File: src/rtl/nn_pkg.sv
// nn_pkg: widths shared by the mem_sys read/write sequencers and the
// state encoding of the wx_fetch read sequencer.
package nn_pkg;

  localparam int NN_W_ADDR_LEN = 20;
  localparam int NN_X_ADDR_LEN = 10;
  localparam int NN_W_SEL_LEN  = 2;
  localparam int NN_X_SEL_LEN  = 2;
  localparam int NN_DATA_LEN   = 1;

  // A read command walks IDLE -> FETCH -> DRAIN -> DONE -> IDLE.
  // A zero-length command jumps straight from IDLE to DONE.
  typedef enum logic [1:0] {
    IDLE  = 2'd0,
    FETCH = 2'd1,
    DRAIN = 2'd2,
    DONE  = 2'd3
  } wx_fetch_state_t;

endpackage

File: src/rtl/wx_fifo2.sv
// wx_fifo2: two-entry synchronous FIFO. A push and a pop in the same
// cycle are both honoured, including when the FIFO is full, because the
// slot being popped is the one the push lands in.
module wx_fifo2 #(
  parameter int WIDTH = 2
) (
  input  logic             clk,
  input  logic             rst,
  input  logic             push,
  input  logic             pop,
  input  logic [WIDTH-1:0] din,
  output logic [WIDTH-1:0] dout,
  output logic [1:0]       count,
  output logic             full,
  output logic             empty
);

  logic [WIDTH-1:0] mem_q [2];
  logic             rd_ptr_q;
  logic             wr_ptr_q;
  logic [1:0]       count_q;
  logic [1:0]       count_d;
  logic             do_push;
  logic             do_pop;

  // Qualify push/pop against occupancy and work out the next count.
  always_comb begin
    do_pop  = pop && (count_q != 2'd0);
    do_push = push && ((count_q != 2'd2) || do_pop);
    count_d = count_q;
    if (do_push && !do_pop) begin
      count_d = count_q + 2'd1;
    end else if (do_pop && !do_push) begin
      count_d = count_q - 2'd1;
    end
  end

  // Storage, pointers and count.
  always_ff @(posedge clk) begin
    if (rst) begin
      mem_q[0] <= '0;
      mem_q[1] <= '0;
      rd_ptr_q <= 1'b0;
      wr_ptr_q <= 1'b0;
      count_q  <= 2'd0;
    end else begin
      if (do_push) begin
        mem_q[wr_ptr_q] <= din;
        wr_ptr_q        <= ~wr_ptr_q;
      end
      if (do_pop) begin
        rd_ptr_q <= ~rd_ptr_q;
      end
      count_q <= count_d;
    end
  end

  assign dout  = mem_q[rd_ptr_q];
  assign count = count_q;
  assign full  = (count_q == 2'd2);
  assign empty = (count_q == 2'd0);

endmodule

File: src/rtl/wx_fetch.sv
// wx_fetch: read-side sequencer for mem_sys. Walks weight and input
// addresses from the command bases, hides the one-cycle memory read
// latency behind a two-entry FIFO and streams {weight, input} bit pairs
// out on a valid/ready interface. Write enables stay low.
// Optional feature macro: WX_FETCH_XNOR_EN adds out_xnor and a running
// xnor_sum count of handshaken beats whose bits agree.
module wx_fetch
  import nn_pkg::*;
#(
  parameter int W_ADDR_LEN = NN_W_ADDR_LEN,
  parameter int X_ADDR_LEN = NN_X_ADDR_LEN,
  parameter int W_SEL_LEN  = NN_W_SEL_LEN,
  parameter int X_SEL_LEN  = NN_X_SEL_LEN
) (
  input  logic                  clk,
  input  logic                  rst,
  input  logic                  start,
  input  logic [W_SEL_LEN-1:0]  cmd_w_sel,
  input  logic [X_SEL_LEN-1:0]  cmd_x_sel,
  input  logic [W_ADDR_LEN-1:0] cmd_w_base,
  input  logic [X_ADDR_LEN-1:0] cmd_x_base,
  input  logic [X_ADDR_LEN-1:0] cmd_len,
  output logic [W_ADDR_LEN-1:0] address_w,
  output logic [X_ADDR_LEN-1:0] address_x,
  output logic [W_SEL_LEN-1:0]  sel_w,
  output logic [X_SEL_LEN-1:0]  sel_x,
  output logic                  we_w,
  output logic                  we_x,
  input  logic                  data_out_w,
  input  logic                  data_out_x,
  output logic                  out_valid,
  input  logic                  out_ready,
  output logic                  out_w,
  output logic                  out_x,
  output logic                  out_last,
  output logic                  busy,
  output logic                  done
`ifdef WX_FETCH_XNOR_EN
  ,
  output logic                  out_xnor,
  output logic [X_ADDR_LEN:0]   xnor_sum
`endif
);

  localparam int PAIR_LEN = 2 * NN_DATA_LEN;

  wx_fetch_state_t state_q, state_d;

  logic [W_SEL_LEN-1:0]  w_sel_q;
  logic [X_SEL_LEN-1:0]  x_sel_q;
  logic [W_ADDR_LEN-1:0] w_base_q;
  logic [X_ADDR_LEN-1:0] x_base_q;
  logic [X_ADDR_LEN-1:0] len_q;
  logic [X_ADDR_LEN-1:0] len_last;
  logic [X_ADDR_LEN-1:0] issue_cnt_q, issue_cnt_d;
  logic [X_ADDR_LEN-1:0] pop_cnt_q, pop_cnt_d;
  logic                  inflight_q;

  logic [W_ADDR_LEN-1:0] addr_w_hold_q;
  logic [X_ADDR_LEN-1:0] addr_x_hold_q;
  logic [W_SEL_LEN-1:0]  sel_w_hold_q;
  logic [X_SEL_LEN-1:0]  sel_x_hold_q;

  logic                  start_ok;
  logic                  accept;
  logic                  issue;
  logic                  pop;
  logic [2:0]            occupancy;

  logic [PAIR_LEN-1:0]   fifo_dout;
  logic [1:0]            fifo_count;
  logic                  fifo_full;
  logic                  fifo_empty;

  // Captured memory data lands in the FIFO the cycle after its read issues.
  wx_fifo2 #(
    .WIDTH(PAIR_LEN)
  ) u_fifo (
    .clk  (clk),
    .rst  (rst),
    .push (inflight_q),
    .pop  (pop),
    .din  ({data_out_w, data_out_x}),
    .dout (fifo_dout),
    .count(fifo_count),
    .full (fifo_full),
    .empty(fifo_empty)
  );

  assign out_valid = ~fifo_empty;
  assign out_w     = out_valid & fifo_dout[1];
  assign out_x     = out_valid & fifo_dout[0];
  assign len_last  = len_q - X_ADDR_LEN'(1);
  assign out_last  = out_valid && (state_q == FETCH || state_q == DRAIN) &&
                     (pop_cnt_q == len_last);
  assign busy      = (state_q != IDLE);
  assign done      = (state_q == DONE);
  assign we_w      = 1'b0;
  assign we_x      = 1'b0;

  // Read issue: keep buffered plus in-flight data (after this cycle's pop)
  // below two so the FIFO can always absorb what the memory returns.
  always_comb begin
    start_ok  = (state_q == IDLE) && start;
    accept    = start_ok && (cmd_len != '0);
    pop       = out_valid & out_ready;
    occupancy = {1'b0, fifo_count} + {2'b00, inflight_q};
    issue     = (state_q == FETCH) && (issue_cnt_q != len_q) &&
                !(fifo_full && !pop) &&
                (occupancy < (3'd2 + {2'b00, pop}));
  end

  // Memory port: a new address/select only on an issuing cycle, otherwise
  // the last presented values are held.
  always_comb begin
    address_w = addr_w_hold_q;
    address_x = addr_x_hold_q;
    sel_w     = sel_w_hold_q;
    sel_x     = sel_x_hold_q;
    if (issue) begin
      address_w = w_base_q + W_ADDR_LEN'(issue_cnt_q);
      address_x = x_base_q + issue_cnt_q;
      sel_w     = w_sel_q;
      sel_x     = x_sel_q;
    end
  end

  // Next-state logic and issue/pop counter updates.
  always_comb begin
    state_d     = state_q;
    issue_cnt_d = issue_cnt_q;
    pop_cnt_d   = pop_cnt_q;
    if (accept) begin
      issue_cnt_d = '0;
      pop_cnt_d   = '0;
    end else begin
      if (issue) begin
        issue_cnt_d = issue_cnt_q + X_ADDR_LEN'(1);
      end
      if (pop) begin
        pop_cnt_d = pop_cnt_q + X_ADDR_LEN'(1);
      end
    end
    case (state_q)
      IDLE: begin
        if (start_ok) begin
          state_d = (cmd_len == '0) ? DONE : FETCH;
        end
      end
      FETCH: begin
        if (issue && (issue_cnt_q == len_last)) begin
          state_d = DRAIN;
        end
      end
      DRAIN: begin
        if (pop && out_last) begin
          state_d = DONE;
        end
      end
      DONE: begin
        state_d = IDLE;
      end
      default: begin
        state_d = IDLE;
      end
    endcase
  end

  // State, command latches, counters and held memory-port values.
  always_ff @(posedge clk) begin
    if (rst) begin
      state_q       <= IDLE;
      w_sel_q       <= '0;
      x_sel_q       <= '0;
      w_base_q      <= '0;
      x_base_q      <= '0;
      len_q         <= '0;
      issue_cnt_q   <= '0;
      pop_cnt_q     <= '0;
      inflight_q    <= 1'b0;
      addr_w_hold_q <= '0;
      addr_x_hold_q <= '0;
      sel_w_hold_q  <= '0;
      sel_x_hold_q  <= '0;
    end else begin
      state_q     <= state_d;
      issue_cnt_q <= issue_cnt_d;
      pop_cnt_q   <= pop_cnt_d;
      inflight_q  <= issue;
      if (accept) begin
        w_sel_q  <= cmd_w_sel;
        x_sel_q  <= cmd_x_sel;
        w_base_q <= cmd_w_base;
        x_base_q <= cmd_x_base;
        len_q    <= cmd_len;
      end
      if (issue) begin
        addr_w_hold_q <= address_w;
        addr_x_hold_q <= address_x;
        sel_w_hold_q  <= sel_w;
        sel_x_hold_q  <= sel_x;
      end
    end
  end

`ifdef WX_FETCH_XNOR_EN
  logic [X_ADDR_LEN:0] xnor_sum_q, xnor_sum_d;

  assign out_xnor = out_valid & ~(out_w ^ out_x);
  assign xnor_sum = xnor_sum_q;

  // Count agreeing pairs as they are handed off; cleared by a new command.
  always_comb begin
    xnor_sum_d = xnor_sum_q;
    if (start_ok) begin
      xnor_sum_d = '0;
    end else if (pop && out_xnor) begin
      xnor_sum_d = xnor_sum_q + (X_ADDR_LEN + 1)'(1);
    end
  end

  // Running agreement count register.
  always_ff @(posedge clk) begin
    if (rst) begin
      xnor_sum_q <= '0;
    end else begin
      xnor_sum_q <= xnor_sum_d;
    end
  end
`endif

endmodule

File: config.mk
export PLATFORM = sky130hd
export DESIGN_NAME = wx_fetch
export DESIGN_NICKNAME = d
export VERILOG_FILES = /design/src/rtl/nn_pkg.sv /design/src/rtl/wx_fifo2.sv /design/src/rtl/wx_fetch.sv
export SDC_FILE = /design/constraint.sdc
export NUM_CORES = 1
export LEC_CHECK = 0
export ABC_AREA = 1
export CELL_PAD_IN_SITES_DETAIL_PLACEMENT = 0
export CELL_PAD_IN_SITES_GLOBAL_PLACEMENT = 2
export CORE_ASPECT_RATIO = 1.5
export CORE_MARGIN = 10
export CORE_UTILIZATION = 31
export DETAILED_ROUTE_END_ITERATION = 8
export PLACE_DENSITY_LB_ADDON = 0.1
export SYNTH_ARGS = -nofsm -noshare
export SYNTH_HDL_FRONTEND = slang
export SYNTH_HIERARCHICAL = 1
export SYNTH_SLANG_ARGS = --single-unit
File: constraint.sdc
create_clock -name clk -period 2.8 [get_ports clk]
set_clock_uncertainty 0.1 [all_clocks]
set_input_delay 0.28 -clock clk [delete_from_list [all_inputs] [get_ports clk]]
set_output_delay 0.28 -clock clk [all_outputs]
set_load 0.005 [all_outputs]
==> impl_metrics.py, run 1 <==
metrics = {
    "synthesis": {
        "ys_ff_latch": 110,
        "seq_area_frac_synth_pct": 35.88,
        "synth_edf_count": 4,
        "ys_types": 51,
        "synth_cells": 884,
        "async_reset_ff_share_pct": 0,
        "ys_warn_count": 6,
        "avgSynthCellArea_um2": 7.068,
        "synthFlopType": "dfxtp_1",
        "netlist_area_mm2": 0.006248,
    },
    "timing": {
        "drv_slew": 0,
        "min_period_ns": 2.697,
        "post-route-period-util_pct": 96.32,
        "hold_viol": 0,
        "fin_hold_ws_ns": 0.3754,
        "fmax_mhz": 370.8,
        "slew_headroom_pct": 64.53,
        "tightest_slew_ns": 0.5314,
        "setup_violations": 0,
        "setup_tns_ns": 0,
        "rsz0062_at_grt": "true",
    },
    "floorplan": {
        "die-width_um": 135.9,
        "core_mm2": 0.01979,
        "fp.dieH_um": 193.9,
        "rows": 63,
        "die-area_mm2": 0.02635,
        "start_util_pct": 31.58,
        "io_pins": 92,
    },
    "worst_setup_path": {
        "cp.required_ns": 2.42,
        "slowest_delay_ns": 0.33,
        "cp_slowest_cell": "dfxtp_2",
        "start_kind": "flop",
        "crit_fanout": 3,
        "end_kind": "primary output",
        "r2r_cells": 17,
        "path_class": "flop to primary output",
        "critPathMostFrequentCell": "buf_4",
        "cp.arrival_ns": 2.32,
        "crit_path_cell_trace": "ha_1, buf_4, nand2_1, inv_1, a21boi_2, nand2_2, a21boi_2, buf_4, buf_4, nor2_4, xnor2_1, o21ai_1, buf_2",
    },
    "clock_tree": {
        "cts.sinks": 110,
        "h-tree-depth": 3,
        "cts_tree": "built",
        "cts-root-buf": "clkbuf_16",
        "clk_path_buf_depth": 2,
        "hold_buffers": 0,
        "cts.clk_slew.worst_paths_ns": 0.08,
        "clock_latency_ns": 0.36,
        "numCtsBuffers": 9,
    },
    "flow_run": {
        "max_cap_viol_count": 0,
    },
    "finish": {
        "final_layout_size_suffix_gt1_share_pct": 25.47,
        "num-nets-final": 1137,
        "nFillCells": 2077,
        "area_growth_syn_to_layout_pct": 42.15,
        "mostFrequentLayoutCell": "nand2_1",
        "most-common-layout-cells": "nand2_1 (145), nor2_1 (120), inv_1 (99), dfxtp_1 (89), buf_4 (88)",
        "post-route-util_pct": 44.89,
        "finalNonFillerCells": 1320,
        "antenna_cells": 0,
    },
    "routing": {
        "avgRoutedWirePerCell_um": 14.94,
        "drt-initial-drc-count": 245,
        "first_pass_iters": 5,
        "drtAntennaViolNets": 0,
        "vias": 5978,
        "avgViaCountPerCell": 4.529,
        "drt_wl_total_um": 19720,
        "drc_errors": 0,
    },
    "placed_design": {
        "dp_hpwl_um": 14810,
        "dp_cells": 1279,
        "gp_congestion": 0.8340,
        "portBuffers": 89,
    },
    "status": {
        "status": "completed",
    },
    "grt": {
        "grt_pass1_vias": 6130,
        "grt_first_pass_wirelength_um": 31830,
        "grt_antenna_before_repair": 0,
        "gr-total-overflow": 0,
        "grt_usage_pct": 15.03,
        "grt_max_degree": 42,
    },
    "worst_hold_path": {
        "min_path_type": "flop to flop",
        "min_path_cells": 2,
    },
    "pwr": {
        "p_per_area_mw_per_mm2": 877.3,
        "p_leak_nw": 4.031,
        "total_power_w": 0.007793,
        "ir_worst_vdd_uv": 488.1,
    },
}
synthesized netlist by cell type, types with 4 or more instances:
| cell | number | area, µm² |
|---|---|---|
| nand2_2 | 8 | 50.05 |
| edfxtp_1 | 4 | 120.1 |
| inv_1 | 103 | 386.6 |
| nor2_2 | 5 | 31.28 |
| o21ai_0 | 67 | 335.3 |
| o21ai_1 | 14 | 70.07 |
| nand4_1 | 8 | 50.05 |
| or2_1 | 19 | 118.9 |
| xor2_1 | 19 | 166.4 |
| nand3_1 | 42 | 210.2 |
| nor3_1 | 8 | 40.04 |
| dfxtp_1 | 106 | 2122 |
| nor2_1 | 130 | 488.0 |
| buf_2 | 4 | 20.02 |
| nor4_1 | 5 | 31.28 |
| inv_2 | 5 | 18.77 |
| clkbuf_1 | 15 | 56.30 |
| xnor2_1 | 18 | 157.7 |
| a21oi_1 | 63 | 315.3 |
| nand2_1 | 155 | 581.8 |
| o21ai_2 | 5 | 43.79 |
| ha_1 | 30 | 375.4 |
| nand3_2 | 4 | 40.04 |
| buf_6 | 4 | 45.04 |
sequential cells by signal, summed over array words and instances, names as in the netlist, 4 cells and up, named ones only:
signal / cells
addr_w_hold_q: 20
addr_x_hold_q: 10
x_base_q: 10
len_q: 10
w_base_q: 20
pop_cnt_q: 10
issue_cnt_q: 10
u_fifo/mem_q: 4
layout make-up:
class	instances	area, µm²	share of cell area [%]
Clock inverter	7	80.08	0.9015
Timing Repair Buffer	188	1657	18.65
Inverter	109	416.7	4.691
Clock buffer	9	225.2	2.536
Sequential cell	110	2273	25.60
Multi-Input combinational cell	637	3905	43.96
Tap cell	260	325.3	3.662
metal layers:
metal	track usage (%)	routed length (µm)
met4	3.984	304
met3	3.371	719
met2	26.71	10130
met5	0	0
met1	17.45	8570
repair_timing:
item	4_1_cts	5_1_grt
buffers inserted	16	8
resized for setup	140	87
gates cloned	1	1
pin swaps	32	37
hold endpoints to repair	0	0
endpoints found under the setup margin	35	33
stage by stage:
| stage | setup slack, ns | area, µm² |
|---|---|---|
| after global routing | -0.09643 | 8882 |
| after floorplan | 0.4288 | 6252 |
| after global placement | -0.04695 | 7894 |
| final | 0.1030 | 8882 |
| after CTS | -0.1896 | 8620 |
| after detailed placement | -0.08690 | 7894 |
logic make-up (layout without fill, tap and decap cells):
family / Yosys count / after routing / share of synthesized area [%]
and+or+nand+nor: 398 / 398 / 28.37
DFF: 110 / 110 / 35.88
muxes: 2 / 2 / 0.3604
other: 1 / 2 / 0.06001
adders and majority gates: 32 / 32 / 6.648
AOI/OAI and AO/OA: 166 / 166 / 14.42
buffers and inverters: 138 / 313 / 9.071
xor gates and xnor gates: 37 / 37 / 5.186
critical path, delay by kind of cell, from the launching register on:
| kind | cells | cell delay (ns) |
|---|---|---|
| xor gates and xnor gates | 1 | 0.11 |
| DFF | 1 | 0.33 |
| adders and majority gates | 1 | 0.30 |
| AOI/OAI and AO/OA | 3 | 0.45 |
| buffers and inverters | 5 | 0.59 |
| and+or+nand+nor | 3 | 0.17 |
final timing paths:
check / startpoint / end / slack, ns
worst max-delay path: w_base_q[6]$_SDFFE_PP0P_ / address_w[12] / 0.10
worst min register to register: addr_x_hold_q[9]$_SDFFE_PP0N_ / addr_x_hold_q[9]$_SDFFE_PP0N_ / 0.38
worst min-delay path: addr_x_hold_q[9]$_SDFFE_PP0N_ / addr_x_hold_q[9]$_SDFFE_PP0N_ / 0.38
worst max register to register: issue_cnt_q[0]$_SDFFE_PP0N_ / addr_x_hold_q[8]$_SDFFE_PP0N_ / 0.33
where the power goes:
group	switching [W]	total (W)	internal (W)
clock	0.000665	0.00137	0.000709
sequential	0.000256	0.00223	0.00197
combinational	0.00222	0.00419	0.00197
No activity file was read; power rests on OpenSTA's default activity.
==> inputs of run 2 (changes only) <==
Settings changed: CAP_MARGIN from default to 20.
==> results of run 2 <==
Same layout as run 1: the final DEF is identical, and so are final timing and power.
